<file path="src/rtl/stream_pkt_pkg.sv">
// Shared constants for stream_packetizer: CSR word addresses, CTRL write-bit positions and
// CTRL read-back (status) field offsets, plus a helper that maps a programmed packet length to
// the length actually used for framing.
package stream_pkt_pkg;

  // CSR word addresses
  localparam logic [1:0] ADDR_PKT_LEN  = 2'd0;
  localparam logic [1:0] ADDR_CTRL     = 2'd1;
  localparam logic [1:0] ADDR_WORD_CNT = 2'd2;
  localparam logic [1:0] ADDR_PKT_CNT  = 2'd3;

  // CTRL write bits
  localparam int unsigned CTRL_ENABLE_BIT  = 0;
  localparam int unsigned CTRL_CLR_CNT_BIT = 1;

  // CTRL read-back layout
  localparam int unsigned STAT_ENABLE_BIT = 0;
  localparam int unsigned STAT_BUSY_BIT   = 1;
  localparam int unsigned STAT_EMPTY_BIT  = 2;
  localparam int unsigned STAT_FULL_BIT   = 3;
  localparam int unsigned STAT_HWM_LSB    = 8;
  localparam int unsigned STAT_LEVEL_LSB  = 16;
  localparam int unsigned STAT_FIELD_W    = 8;

  // A programmed length of 0 frames as single-word packets.
  function automatic logic [31:0] eff_len(input logic [31:0] len);
    return (len == 32'd0) ? 32'd1 : len;
  endfunction

endpackage

</file>
<file path="src/rtl/stream_packetizer_if.sv">
// Bus bundle for stream_packetizer: Avalon-MM CSR slave, Avalon-ST sink (asi_*) and
// Avalon-ST source (aso_*).
//   slave  : view of the packetizer (CSR slave, stream sink in, stream source out)
//   master : view of the environment driving it (CPU/bridge, upstream source, DMA sink)
interface stream_packetizer_if;

  logic        avs_write;
  logic [31:0] avs_writedata;
  logic        avs_read;
  logic [1:0]  avs_address;
  logic [31:0] avs_readdata;
  logic        avs_readdatavalid;

  logic        asi_valid;
  logic [31:0] asi_data;
  logic        asi_ready;

  logic        aso_valid;
  logic [31:0] aso_data;
  logic        aso_startofpacket;
  logic        aso_endofpacket;
  logic        aso_ready;

  modport slave (
    input  avs_write, avs_writedata, avs_read, avs_address,
    output avs_readdata, avs_readdatavalid,
    input  asi_valid, asi_data,
    output asi_ready,
    output aso_valid, aso_data, aso_startofpacket, aso_endofpacket,
    input  aso_ready
  );

  modport master (
    output avs_write, avs_writedata, avs_read, avs_address,
    input  avs_readdata, avs_readdatavalid,
    output asi_valid, asi_data,
    input  asi_ready,
    input  aso_valid, aso_data, aso_startofpacket, aso_endofpacket,
    output aso_ready
  );

endinterface

</file>
<file path="src/rtl/sync_fifo.sv">
// Single-clock first-word-fall-through FIFO. A word written at edge N is visible on rd_data_o
// (with empty_o low) right after edge N. Depth = 2**FIFO_AW.
//   clk, reset_n : clock, asynchronous active-low reset (discards contents)
//   wr_en_i      : push wr_data_i (ignored when full)
//   rd_en_i      : pop the head word (ignored when empty)
//   rd_data_o    : head word, don't-care when empty
//   full_o/empty_o/level_o : occupancy status, level in 0..2**FIFO_AW
module sync_fifo #(
  parameter int unsigned FIFO_AW = 4,
  parameter int unsigned DW      = 32
) (
  input  logic               clk,
  input  logic               reset_n,
  input  logic               wr_en_i,
  input  logic [DW-1:0]      wr_data_i,
  input  logic               rd_en_i,
  output logic [DW-1:0]      rd_data_o,
  output logic               full_o,
  output logic               empty_o,
  output logic [FIFO_AW:0]   level_o
);

  localparam int unsigned Depth = 2 ** FIFO_AW;
  localparam logic [FIFO_AW:0] FullLevel = {1'b1, {FIFO_AW{1'b0}}};

  logic [DW-1:0]      mem_q [Depth];
  logic [FIFO_AW-1:0] wr_ptr_q, wr_ptr_d;
  logic [FIFO_AW-1:0] rd_ptr_q, rd_ptr_d;
  logic [FIFO_AW:0]   level_q, level_d;
  logic               wr_fire, rd_fire;

  assign full_o    = (level_q == FullLevel);
  assign empty_o   = (level_q == '0);
  assign level_o   = level_q;
  assign rd_data_o = mem_q[rd_ptr_q];

  assign wr_fire = wr_en_i & ~full_o;
  assign rd_fire = rd_en_i & ~empty_o;

  always_comb begin
    wr_ptr_d = wr_ptr_q;
    rd_ptr_d = rd_ptr_q;
    level_d  = level_q;
    if (wr_fire) wr_ptr_d = wr_ptr_q + FIFO_AW'(1);
    if (rd_fire) rd_ptr_d = rd_ptr_q + FIFO_AW'(1);
    unique case ({wr_fire, rd_fire})
      2'b10:   level_d = level_q + (FIFO_AW + 1)'(1);
      2'b01:   level_d = level_q - (FIFO_AW + 1)'(1);
      default: level_d = level_q;
    endcase
  end

  always_ff @(posedge clk or negedge reset_n) begin
    if (!reset_n) begin
      wr_ptr_q <= '0;
      rd_ptr_q <= '0;
      level_q  <= '0;
    end else begin
      wr_ptr_q <= wr_ptr_d;
      rd_ptr_q <= rd_ptr_d;
      level_q  <= level_d;
    end
  end

  // Storage needs no reset: occupancy is tracked entirely by the pointers and level.
  always_ff @(posedge clk) begin
    if (wr_fire) mem_q[wr_ptr_q] <= wr_data_i;
  end

endmodule

</file>
<file path="src/rtl/stream_packetizer.sv">
// Buffers result words from stream_processor in a FWFT FIFO and frames them into fixed-length
// packets (SOP/EOP) for the DMA write master. Packet length, enable, statistics and FIFO status
// are exposed over a 4-word Avalon-MM CSR slave with read latency 1.
//   clk, reset_n : single clock, asynchronous active-low reset
//   bus (slave)  : avs_* CSR slave, asi_* stream sink, aso_* framed stream source
// Build option: define STREAM_PACKETIZER_HWM_EN to keep a FIFO high-water mark reported in
// CTRL[15:8]; without it that field reads 0.
module stream_packetizer
  import stream_pkt_pkg::*;
#(
  parameter int unsigned FIFO_AW     = 4,
  parameter logic [31:0] PKT_LEN_RST = 32'd256
) (
  input logic                 clk,
  input logic                 reset_n,
  stream_packetizer_if.slave  bus
);

  logic             fifo_full, fifo_empty;
  logic [FIFO_AW:0] fifo_level;
  logic [31:0]      fifo_rd_data;
  logic [7:0]       level_byte;
  logic [7:0]       hwm;

  logic             asi_ready, aso_valid;
  logic             in_fire, out_fire;

  logic             enable_q, enable_d;
  logic [31:0]      pkt_len_q, pkt_len_d;
  logic [31:0]      len_q, len_d;
  logic [31:0]      idx_q, idx_d;
  logic [31:0]      cur_len;
  logic             sop, eop;
  logic [31:0]      word_cnt_q, word_cnt_d;
  logic [31:0]      pkt_cnt_q, pkt_cnt_d;
  logic [31:0]      readdata_q, readdata_d;
  logic             readdatavalid_q;
  logic [31:0]      status;
  logic [31:0]      rd_mux;

  logic             csr_wr_len, csr_wr_ctrl, clr_cnt;

  // Ready depends on registered state only, so a pop at full cannot reopen it the same cycle.
  assign asi_ready = enable_q & ~fifo_full;
  assign aso_valid = ~fifo_empty;
  assign in_fire   = bus.asi_valid & asi_ready;
  assign out_fire  = aso_valid & bus.aso_ready;

  sync_fifo #(
    .FIFO_AW (FIFO_AW),
    .DW      (32)
  ) u_fifo (
    .clk       (clk),
    .reset_n   (reset_n),
    .wr_en_i   (in_fire),
    .wr_data_i (bus.asi_data),
    .rd_en_i   (out_fire),
    .rd_data_o (fifo_rd_data),
    .full_o    (fifo_full),
    .empty_o   (fifo_empty),
    .level_o   (fifo_level)
  );

  assign level_byte = 8'(fifo_level);

  assign bus.asi_ready         = asi_ready;
  assign bus.aso_valid         = aso_valid;
  assign bus.aso_data          = fifo_rd_data;
  assign bus.aso_startofpacket = sop;
  assign bus.aso_endofpacket   = eop;
  assign bus.avs_readdata      = readdata_q;
  assign bus.avs_readdatavalid = readdatavalid_q;

  // CSR write decode; clr_cnt is a pulse that exists only in the write cycle.
  assign csr_wr_len  = bus.avs_write & (bus.avs_address == ADDR_PKT_LEN);
  assign csr_wr_ctrl = bus.avs_write & (bus.avs_address == ADDR_CTRL);
  assign clr_cnt     = csr_wr_ctrl & bus.avs_writedata[CTRL_CLR_CNT_BIT];

  always_comb begin
    pkt_len_d = pkt_len_q;
    enable_d  = enable_q;
    if (csr_wr_len)  pkt_len_d = bus.avs_writedata;
    if (csr_wr_ctrl) enable_d  = bus.avs_writedata[CTRL_ENABLE_BIT];
  end

  // Framing. At index 0 the live PKT_LEN is used and captured into len_q, so a mid-packet
  // PKT_LEN write only takes effect from the next start of packet.
  always_comb begin
    cur_len = (idx_q == 32'd0) ? eff_len(pkt_len_q) : len_q;
    sop     = (idx_q == 32'd0);
    eop     = (idx_q == cur_len - 32'd1);
    len_d   = (idx_q == 32'd0) ? cur_len : len_q;
    idx_d   = idx_q;
    if (out_fire) idx_d = eop ? 32'd0 : idx_q + 32'd1;
  end

  // Statistics; a clear beats a same-cycle increment.
  always_comb begin
    word_cnt_d = word_cnt_q;
    pkt_cnt_d  = pkt_cnt_q;
    if (clr_cnt) begin
      word_cnt_d = 32'd0;
      pkt_cnt_d  = 32'd0;
    end else if (out_fire) begin
      word_cnt_d = word_cnt_q + 32'd1;
      if (eop) pkt_cnt_d = pkt_cnt_q + 32'd1;
    end
  end

`ifdef STREAM_PACKETIZER_HWM_EN
  logic [7:0] hwm_q, hwm_d;

  always_comb begin
    hwm_d = hwm_q;
    if (clr_cnt)                  hwm_d = 8'd0;
    else if (level_byte > hwm_q)  hwm_d = level_byte;
  end

  always_ff @(posedge clk or negedge reset_n) begin
    if (!reset_n) hwm_q <= 8'd0;
    else          hwm_q <= hwm_d;
  end

  assign hwm = hwm_q;
`else
  assign hwm = 8'd0;
`endif

  always_comb begin
    status                                   = 32'd0;
    status[STAT_ENABLE_BIT]                  = enable_q;
    status[STAT_BUSY_BIT]                    = (idx_q != 32'd0);
    status[STAT_EMPTY_BIT]                   = fifo_empty;
    status[STAT_FULL_BIT]                    = fifo_full;
    status[STAT_HWM_LSB +: STAT_FIELD_W]     = hwm;
    status[STAT_LEVEL_LSB +: STAT_FIELD_W]   = level_byte;
  end

  always_comb begin
    unique case (bus.avs_address)
      ADDR_PKT_LEN:  rd_mux = pkt_len_q;
      ADDR_CTRL:     rd_mux = status;
      ADDR_WORD_CNT: rd_mux = word_cnt_q;
      ADDR_PKT_CNT:  rd_mux = pkt_cnt_q;
      default:       rd_mux = 32'd0;
    endcase
    readdata_d = bus.avs_read ? rd_mux : readdata_q;
  end

  always_ff @(posedge clk or negedge reset_n) begin
    if (!reset_n) begin
      enable_q        <= 1'b1;
      pkt_len_q       <= PKT_LEN_RST;
      len_q           <= eff_len(PKT_LEN_RST);
      idx_q           <= 32'd0;
      word_cnt_q      <= 32'd0;
      pkt_cnt_q       <= 32'd0;
      readdata_q      <= 32'd0;
      readdatavalid_q <= 1'b0;
    end else begin
      enable_q        <= enable_d;
      pkt_len_q       <= pkt_len_d;
      len_q           <= len_d;
      idx_q           <= idx_d;
      word_cnt_q      <= word_cnt_d;
      pkt_cnt_q       <= pkt_cnt_d;
      readdata_q      <= readdata_d;
      readdatavalid_q <= bus.avs_read;
    end
  end

endmodule

</file>
<file path="src/flat_wrapper.sv">
// flat-port wrapper written by rule: the top's interface ports become plain ports
module stream_packetizer_flat import stream_pkt_pkg::*;
#(
  parameter int unsigned FIFO_AW     = 4,
  parameter logic [31:0] PKT_LEN_RST = 32'd256
)
  (clk, reset_n, bus_avs_write, bus_avs_writedata, bus_avs_read, bus_avs_address, bus_avs_readdata, bus_avs_readdatavalid, bus_asi_valid, bus_asi_data, bus_asi_ready, bus_aso_valid, bus_aso_data, bus_aso_startofpacket, bus_aso_endofpacket, bus_aso_ready);
  stream_packetizer_if bus_i ();
  input logic clk;
  input logic reset_n;
  input wire logic [$bits(bus_i.avs_write)-1:0] bus_avs_write;
  input wire logic [$bits(bus_i.avs_writedata)-1:0] bus_avs_writedata;
  input wire logic [$bits(bus_i.avs_read)-1:0] bus_avs_read;
  input wire logic [$bits(bus_i.avs_address)-1:0] bus_avs_address;
  output wire logic [$bits(bus_i.avs_readdata)-1:0] bus_avs_readdata;
  output wire logic [$bits(bus_i.avs_readdatavalid)-1:0] bus_avs_readdatavalid;
  input wire logic [$bits(bus_i.asi_valid)-1:0] bus_asi_valid;
  input wire logic [$bits(bus_i.asi_data)-1:0] bus_asi_data;
  output wire logic [$bits(bus_i.asi_ready)-1:0] bus_asi_ready;
  output wire logic [$bits(bus_i.aso_valid)-1:0] bus_aso_valid;
  output wire logic [$bits(bus_i.aso_data)-1:0] bus_aso_data;
  output wire logic [$bits(bus_i.aso_startofpacket)-1:0] bus_aso_startofpacket;
  output wire logic [$bits(bus_i.aso_endofpacket)-1:0] bus_aso_endofpacket;
  input wire logic [$bits(bus_i.aso_ready)-1:0] bus_aso_ready;
  assign bus_i.avs_write = bus_avs_write;
  assign bus_i.avs_writedata = bus_avs_writedata;
  assign bus_i.avs_read = bus_avs_read;
  assign bus_i.avs_address = bus_avs_address;
  assign bus_avs_readdata = bus_i.avs_readdata;
  assign bus_avs_readdatavalid = bus_i.avs_readdatavalid;
  assign bus_i.asi_valid = bus_asi_valid;
  assign bus_i.asi_data = bus_asi_data;
  assign bus_asi_ready = bus_i.asi_ready;
  assign bus_aso_valid = bus_i.aso_valid;
  assign bus_aso_data = bus_i.aso_data;
  assign bus_aso_startofpacket = bus_i.aso_startofpacket;
  assign bus_aso_endofpacket = bus_i.aso_endofpacket;
  assign bus_i.aso_ready = bus_aso_ready;
  stream_packetizer #(.FIFO_AW(FIFO_AW), .PKT_LEN_RST(PKT_LEN_RST)) u_core (.clk(clk), .reset_n(reset_n), .bus(bus_i));
endmodule
</file>
<file path="config.mk">
export PLATFORM = sky130hd
export DESIGN_NAME = stream_packetizer_flat
export DESIGN_NICKNAME = d
export VERILOG_FILES = /design/src/rtl/stream_pkt_pkg.sv /design/src/rtl/stream_packetizer_if.sv /design/src/rtl/sync_fifo.sv /design/src/rtl/stream_packetizer.sv /design/src/flat_wrapper.sv
export SDC_FILE = /design/constraint.sdc
export NUM_CORES = 1
export LEC_CHECK = 0
export CAP_MARGIN = 20
export CORE_UTILIZATION = 30
export CTS_CLUSTER_DIAMETER = 30
export DETAILED_ROUTE_END_ITERATION = 10
export GPL_ROUTABILITY_DRIVEN = 0
export SYNTH_ARGS = -nofsm -noshare
export SYNTH_HDL_FRONTEND = slang
export SYNTH_SLANG_ARGS = --single-unit
</file>
<file path="constraint.sdc">
create_clock -name clk -period 7.75 [get_ports clk]
set_clock_uncertainty 0.15 [all_clocks]
set_input_delay 0.775 -clock clk [delete_from_list [all_inputs] [get_ports clk]]
set_output_delay 0.775 -clock clk [all_outputs]
set_load 0.02 [all_outputs]
</file>
Word level (Yosys, flattened, before mapping)
Memory sizes are Yosys's and may differ from the RTL's. Index checks and enable logic that the tools add are counted.

Register bits after elaboration: 207. Memory bits (writable): 512. Input port bits: 72. Output and inout port bits: 69. Logic and storage cells: 58. Memories kept: 1.

$add $sub $neg: 8. Eq/ne operators: 7. Mux-type cells: 12. Bitwise gates (word level): 10. Reduce and logical (&&, ||, !) cells: 9.

Memories: u_core.u_fifo.mem_q (depth 16, width 32, rd ports 1, clocked after memory_dff 0, wr ports 1, line sync_fifo.sv:26) `logic [DW-1:0] mem_q [Depth];`.

Operator list (number): 32-bit 2-to-1 mux (8); 32-bit case mux with 4 select lines (1); 32-bit by 1-bit adder with 32-bit output, second input constant (3); 32-bit zero test (2); 32-bit equality test (1); 32-bit nonzero test (1); 32-bit by 1-bit subtractor with 32-bit output, second input constant (1); 5-bit case mux with 2 select lines (1); 4-bit by 1-bit adder with 4-bit output, second input constant (2); 1-bit bitwise AND (8); 2-bit equality test, second input constant (3); 2-bit nonzero test (3); 5-bit by 1-bit adder with 5-bit output, second input constant (1); 5-bit equality test, second input constant (1); 5-bit zero test (1); 5-bit by 1-bit subtractor with 5-bit output, second input constant (1); 2-bit by 1-bit equality test with 1-bit output, second input constant (2); 2-bit zero test (1); 1-bit 2-to-1 mux (2); 1-bit NOT (2); 2-bit AND reduction (1).

Longest topological paths before layout
Depth in word-level cells: 8. Mapped depth: 25. Depth with buffers taken out: 20.

By module
Synthesis repeated with hierarchy kept, for this count alone.

Cell total of the unflattened synthesis: 2318. Area, all modules: 32728.9 um^2.

By module, submodules not included: sync_fifo (instances 1, cells each 1012, area each 20392.1 um^2, seq. area each 15700.1 um^2); stream_packetizer (instances 1, cells each 1306, area each 12336.8 um^2, seq. area each 4858.4 um^2).

Worst setup path after synthesis
No wires, ideal clock.

Path kind: flip-flop to output port. Start point: reg u_core.idx_q[0]. End point: out bus_aso_endofpacket. Arrival: 4750 ps. Data required time: 6825 ps. Slack: 2075 ps. Stages on the path, launching flop included: 22. Buffers on the path: 3. Path through: dfrtp_1 > inv_1 > ha_1 > nor4b_2 > and4_1 > nand2_2 > inv_2 > buf_4 > clkbuf_1 > buf_1 > a21oi_1 > inv_1 > ha_1 > or3b_2 > or2_1 > nor4_2 > xnor2_1 > and4_1 > o21ai_0 > nor4b_2 > nand4_1 > nor3_1.

Word-level cells in the longest chain between the ends: 4.

RTL lines: start, declared (line stream_packetizer.sv:31) `logic [31:0] idx_q, idx_d;`; start signal, assigned (line stream_packetizer.sv:164) `idx_q <= idx_d;`; 32-bit zero test (line stream_packetizer.sv:89) `cur_len = (idx_q == 32'd0) ? eff_len(pkt_len_q) : len_q;`; 32-bit 2-to-1 mux (line stream_packetizer.sv:89); 32-bit by 1-bit subtractor with 32-bit output (line stream_packetizer.sv:91) `eop = (idx_q == cur_len - 32'd1);`; 32-bit equality test * (line stream_packetizer.sv:91); end, declared (line flat_wrapper.sv:23) `output wire logic [$bits(bus_i.aso_endofpacket)-1:0] bus_aso_endofpacket;`.

Every way passes the cells marked *; elsewhere a longest branch is shown, timed or not.

Final worst setup path
Start point: reg u_core.idx_q[25]. End point: out bus_aso_endofpacket.

The elaborated chain is that of the path after synthesis.

==> flow_summary_export.csv <==
group,metric,value,unit
yosys,synth_ff_type,"edfxtp_1",
routing,drtIter0Drc,1637,
timing,slew-limit-headroom,28.4,%
worst_setup_path,cp_slowest_cell,"clkdlybuf4s50_1",
layout,final_common_cell,"edfxtp_1",
timing,fin_crit,7250,ps
clocking,cts_buffers,142,
power,power.density,348,mW/mm²
routing,firstDrtPassIters,5,
layout,layout-drive-gt1-share,23.4,%
clocking,cts_max_level,4,
clocking,postCtsSetupBuffers,0,
job,cap_violations,0,
floorplan,fp.dieW,326,µm
worst_setup_path,startpoint_type,"flip-flop",
global_routing,grt_pass1_vias,19718,
worst_setup_path,crit_type,"reg -> out",
timing,period_share,93.6,%
yosys,synthCells,2042,
floorplan,dieArea,0.106,mm²
worst_setup_path,crit_top_cell,"and4_1",
place,dp_hpwl,47400,µm
worst_setup_path,cp_max_fo,12,
timing,setup_tns,0,ps
outcome,status,"finished, final reports clean",
routing,vias,19202,
timing,fmax,0.138,GHz
place,io_buffers,140,
worst_setup_path,worstSetupEndpointType,"output port",
yosys,synthesis.area,0.0314,mm²
global_routing,grt_max_degree,94,
worst_setup_path,cp.arrival,6330,ps
routing,finalWirelength,79900,µm
power,p_total,13.7,mW
yosys,synth_cell_types,82,
timing,maxSlewViolCount,0,
clocking,root_buffer,"clkbuf_16",
floorplan,initial_core_util,30.3,%
layout,final_cell_mix,"edfxtp_1, dfrtp_1, mux4_2",
clocking,clock_latency,720,ps
clocking,clkTransAtPathRegs,50,ps
global_routing,grt_pass1_wl,122000,µm
floorplan,io_pins,141,
routing,routed_via_density,5.13,
timing,setup_violations,0,
timing,final-hold-violation-count,0,
worst_setup_path,path_cells,"nor4_1 -> and4_1 -> nand2_2 -> inv_2 -> a21oi_1 -> inv_1 -> ha_1 -> or3b_2 -> or2_1 -> o31a_1 -> o21bai_1 -> and4_1 -> o21ai_0 -> nor4b_2 -> nand4_1 -> nor3_2 -> clkdlybuf4s50_1",
clocking,cts.path.max_buffers,3,
yosys,synth_seq_area_share,65.4,%
yosys,synth-edff-count,512,
global_routing,grt_use_total,15.0,%
global_routing,antenna_found_initial,1,
layout,antennaDiodeCount,0,
routing,wl_per_cell,21.4,µm
layout,area.growth.synth_to_final,25.7,%
floorplan,die_h,326,µm
layout,nets,2335,
power,ir_drop,0.220,mV
timing,rsz0062_at_grt,"false",
routing,final_antenna_net_count,0,
yosys,syn_nets,2129,
timing,timing_worst_slew_pin_value,1070,ps
yosys,yosys_warnings,0,
global_routing,grt.overflow.total,0,
floorplan,core.rowCount,118,
floorplan,fp.coreArea,0.104,mm²
clocking,clock-sinks,719,
yosys,ys_ff_latch,719,
worst_setup_path,max_stage_delay,680,ps
clocking,tritoncts,"built",
min_path,hold_path.class,"reg -> reg",
yosys,async_reset_ff_share,28.8,%
routing,remaining_drc_errors,0,
power,power_leakage,14.0,nW
yosys,avgSynthCellArea,15.4,µm²
worst_setup_path,worstPathRequired,6820,ps
repair_timing:
action,4_1_cts,5_1_grt
hold buffers,1,0
setup endpoints to repair,0,1
hold endpoints to repair,89,0
gates resized for setup,0,2
state kept, by name, indices dropped and copies added, names as in the netlist:
name / count
u_core.enable_q: 1
u_core.u_fifo.mem_q: 512
u_core.bus.avs_readdatavalid: 1
u_core.word_cnt_q: 32
u_core.idx_q: 32
u_core.pkt_len_q: 32
u_core.len_q: 32
u_core.bus.avs_readdata: 32
u_core.u_fifo.rd_ptr_q: 4
u_core.u_fifo.level_o: 5
u_core.pkt_cnt_q: 32
u_core.u_fifo.wr_ptr_q: 4
cells in the mapped netlist (all sizes together) (5+ instances only):
cell    count  area (µm²)
edfxtp    512       15400
dfrtp     204        5100
mux4      169        3810
nand2     138         523
nor2      134         503
clkbuf     80         300
a21oi      74         370
o21ai      71         355
mux2       64         721
xnor2      61         534
or3        50         318
nand3      43         215
inv        41         154
xor2       39         342
buf        34         158
nor3       34         186
nand4      31         194
nor4       28         196
a22oi      25         188
and3       24         150
or4        19         146
ha         14         175
nand2b     11        68.8
and2       10        62.6
o31ai       9        67.6
and4        8        70.1
nor2b       8        50.1
nor4b       8        82.6
a31oi       7        43.8
o211a       6        60.1
o22ai       6        37.5
o311ai      6        52.6
mux2i       5        50.1
o211ai      5        37.5
layer usage:
metal | vias to the layer above | routed length, µm | global-route usage, %
li1 | 8421 | - | -
met1 | 9954 | 35200 | 20.6
met2 | 673 | 38100 | 23.8
met3 | 154 | 4680 | 3.01
met4 | 0 | 1890 | 5.30
met5 | - | 0 | 0
worst paths after layout:
check	startpoint	to	slack, ps	depth (start not counted)
worst min-delay path	u_core.bus.avs_readdata[16]$_DFFE_PN0P_	u_core.bus.avs_readdata[16]$_DFFE_PN0P_	350	1
worst max-delay path	u_core.idx_q[25]$_DFFE_PN0P_	bus_aso_endofpacket	500	17
worst min register to register	u_core.bus.avs_readdata[16]$_DFFE_PN0P_	u_core.bus.avs_readdata[16]$_DFFE_PN0P_	350	1
max in group asynchronous	reset_n	u_core.bus.avs_readdata[18]$_DFFE_PN0P_	5470	3
worst max register to register	u_core.idx_q[25]$_DFFE_PN0P_	u_core.pkt_cnt_q[13]$_DFFE_PN0P_	1410	17
min in group asynchronous	reset_n	u_core.pkt_len_q[27]$_DFFE_PN0P_	570	2
worst max-delay path, delay by kind of cell (launching register included):
kind / cells / cell delay, ps
AND/OR/NAND/NOR: 9 / 3190
buffers and inverters: 3 / 990
AO/OA/AOI/OAI: 4 / 710
flip-flops: 1 / 480
adder cells (fa/ha/maj): 1 / 240
report_power, final:
part	internal, mW	leakage, nW	switching (mW)	total [mW]
clock	4.05	2.38	2.15	6.20
sequential	4.40	7.30	0.325	4.72
combinational	1.43	4.30	1.39	2.82
total	9.87	14.0	3.87	13.7
stage by stage:
step | instances | area [µm²] | utilization [%] | hold slack [ps] | setup WS, ps
floorplan | 2042 | 31400 | - | 309 | 2070
global placement | 3482 | 34500 | 33.3 | 347 | 1020
detailed placement | 3482 | 34500 | 33.3 | 341 | 812
CTS | 3741 | 39500 | 38.1 | 352 | 24.0
global route | 3742 | 39500 | 38.1 | 386 | 26.6
finish | 3742 | 39500 | 38.1 | 354 | 496
final cells by class:
type                       instances  area (µm²)
inverter                          41         154
clock buffer                     166        3760
tap                             1380        1730
fill                            9499       64100
multi-input combinational       1168       10400
clock inverter                    92        1240
sequential                       719       20600
timing repair buffer             176        1690
cell families after synthesis:
family,synth area share [%]
adder cells (fa/ha/maj),0.621
buffers and inverters,1.95
multiplexers,14.6
flip-flops,65.4
AND/OR/NAND/NOR,9.36
AO/OA/AOI/OAI,4.91
XOR/XNOR,3.22
No activity file was read; power rests on OpenSTA's default activity.
==> variant, RTL diff (same settings) <==
Set the package constant `STAT_LEVEL_LSB` to 8 (it was 16).
--- a/src/rtl/stream_pkt_pkg.sv
+++ b/src/rtl/stream_pkt_pkg.sv
@@ -19,7 +19,7 @@
   localparam int unsigned STAT_EMPTY_BIT  = 2;
   localparam int unsigned STAT_FULL_BIT   = 3;
   localparam int unsigned STAT_HWM_LSB    = 8;
-  localparam int unsigned STAT_LEVEL_LSB  = 16;
+  localparam int unsigned STAT_LEVEL_LSB  = 8;
   localparam int unsigned STAT_FIELD_W    = 8;
 
   // A programmed length of 0 frames as single-word packets.
Formal check against the unedited RTL: not equivalent (Yosys sat finds a counterexample within 4 cycles, from zero or initial values and one cycle with reset_n low).
==> variant against the unedited design <==
  * Final cell count is 1.7% lower
  * Synthesized area is 1.1% lower
  * Wire length is 1.4% higher
  * Critical path depth is 4 higher
  * Die area is 1.1% lower
  * First-iteration DRC count is 3.7% higher
  * Setup slack worse by 0.036 ns
  * Final area is 1.2% lower
  * Power is 1.0% lower
  * Sequential cell count stayed put
  * Clock power is 3% lower
  * Via count is 2.3% lower
  * Largest power group unchanged
==> variant: results (changes against the unedited design) <==
stage;metric;value;unit;change
critical_path;Critical Path Max Stage Delay;0.54;ns;was 0.68 ns
hold_path;hold path start;u_core.bus.avs_readdata[11];;was u_core.bus.avs_readdata[16]
critical_path;Worst Reg-to-Reg Cells;20;;was 17
routing;WL met1;35330;um;was 35230 um
run_status;status;finished clean;;unchanged
logic_synthesis;Post-Synth XOR/XNOR Area;0.03145;;was 0.03223
routing;Initial DRC Count;1697;;was 1637
logic_synthesis;commonest cells in the netlist;512 x edfxtp_1, 204 x dfrtp_1, 169 x mux4_2;;unchanged
grt;vias in the first global route;19680;;was 19720
layout;layout cells sized above 1;0.2365;;was 0.2337
grt;largest net degree at the start of global routing;117;;was 94
routing;DR pass1 iterations;5;;unchanged
routing;met3 routed WL;4855;um;was 4679 um
grt;met1 Usage GRT;0.2114;;was 0.2059
power_and_ir_drop;leakage;13.91;nW;was 13.97 nW
critical_path;slowest cell on the critical path;or4b_1;;was clkdlybuf4s50_1
critical_path;Crit Reg-Reg Endpoint;u_core.pkt_cnt_q[12];;was u_core.pkt_cnt_q[13]
critical_path;RR Startpoint;u_core.idx_q[0];;was u_core.idx_q[25]
hold_path;hold endpoint;u_core.bus.avs_readdata[11];;was u_core.bus.avs_readdata[16]
layout;# fillers;9335;;was 9499
cts;CTS Buf Count;141;;was 142
grt;GR Util met3;0.03315;;was 0.03014
grt;antenna violations before repair;3;;was 1
routing;met2 WL;38860;um;was 38140 um
logic_synthesis;post-synthesis mux area share;0.1527;;was 0.1456
logic_synthesis;complex-gate fraction of the synthesized area;0.04304;;was 0.04914
logic_synthesis;Post-Synth Adder-Cell Area;0.006275;;was 0.006208
routing;Vias/cell;5.100;;was 5.131
critical_path;Worst R2R Setup Slack;1.00;ns;was 1.41 ns
critical_path;worst-path fanout max;24;;was 12
grt;global-route wire length before repair;123100;um;was 121800 um
power_and_ir_drop;sw frac;0.2860;;was 0.2815
logic_synthesis;Area contributors post-synth;edfxtp_1 49%, dfrtp_1 16%, mux4_2 12%, mux2_2 2.7%, xnor2_1 1.9%;;was edfxtp_1 49%, dfrtp_1 16%, mux4_2 12%, mux2_2 2.3%, xnor2_1 1.7%
layout;Net count, final;2278;;was 2335
cts;Clock transition at path regs;0.05;ns;about the same
sta;Worst-Margin Slew;1.123;ns;was 1.075 ns
grt;M2 GR Usage;0.2479;;was 0.2378
power_and_ir_drop;Reg power frac;0.352;;was 0.344
logic_synthesis;post-synth net total;2067;;was 2129
power_and_ir_drop;maximum vdd drop;0.2193;mV;was 0.2200 mV
-- variant: cell types whose count changed in the layout (fill, tap and decap cells not counted), sizes merged, moves of 12 or more --
cell and delta:
nor2 -19, clkinv +13, nand2 -34, and2 +23, inv -12, o21ai -17
-- variant: final cells by class --
type | instances | share of cell area
sequential | 719 | 0.5265
clock buffer | 165 | 0.09445
multi-input combinational | 1114 | 0.2581
clock inverter | 96 | 0.02953
inverter | 37 | 0.003555
timing repair buffer | 178 | 0.04404
tap | 1368 | 0.04381
-- variant: metrics by stage --
step | hold slack [ns] | setup WS, ns | instance area (um^2) | instances | util
2_1_floorplan | 0.3164 | 1.450 | 31110 | 1980 | -
3_3_place_gp | 0.3330 | 0.9404 | 34180 | 3413 | 0.3340
3_5_place_dp | 0.3516 | 1.088 | 34210 | 3415 | 0.3343
4_1_cts | 0.3649 | 0.4408 | 39060 | 3677 | 0.3817
5_1_grt | 0.3757 | 0.08962 | 39070 | 3677 | 0.3818
6_report | 0.3606 | 0.4596 | 39070 | 3677 | 0.3818
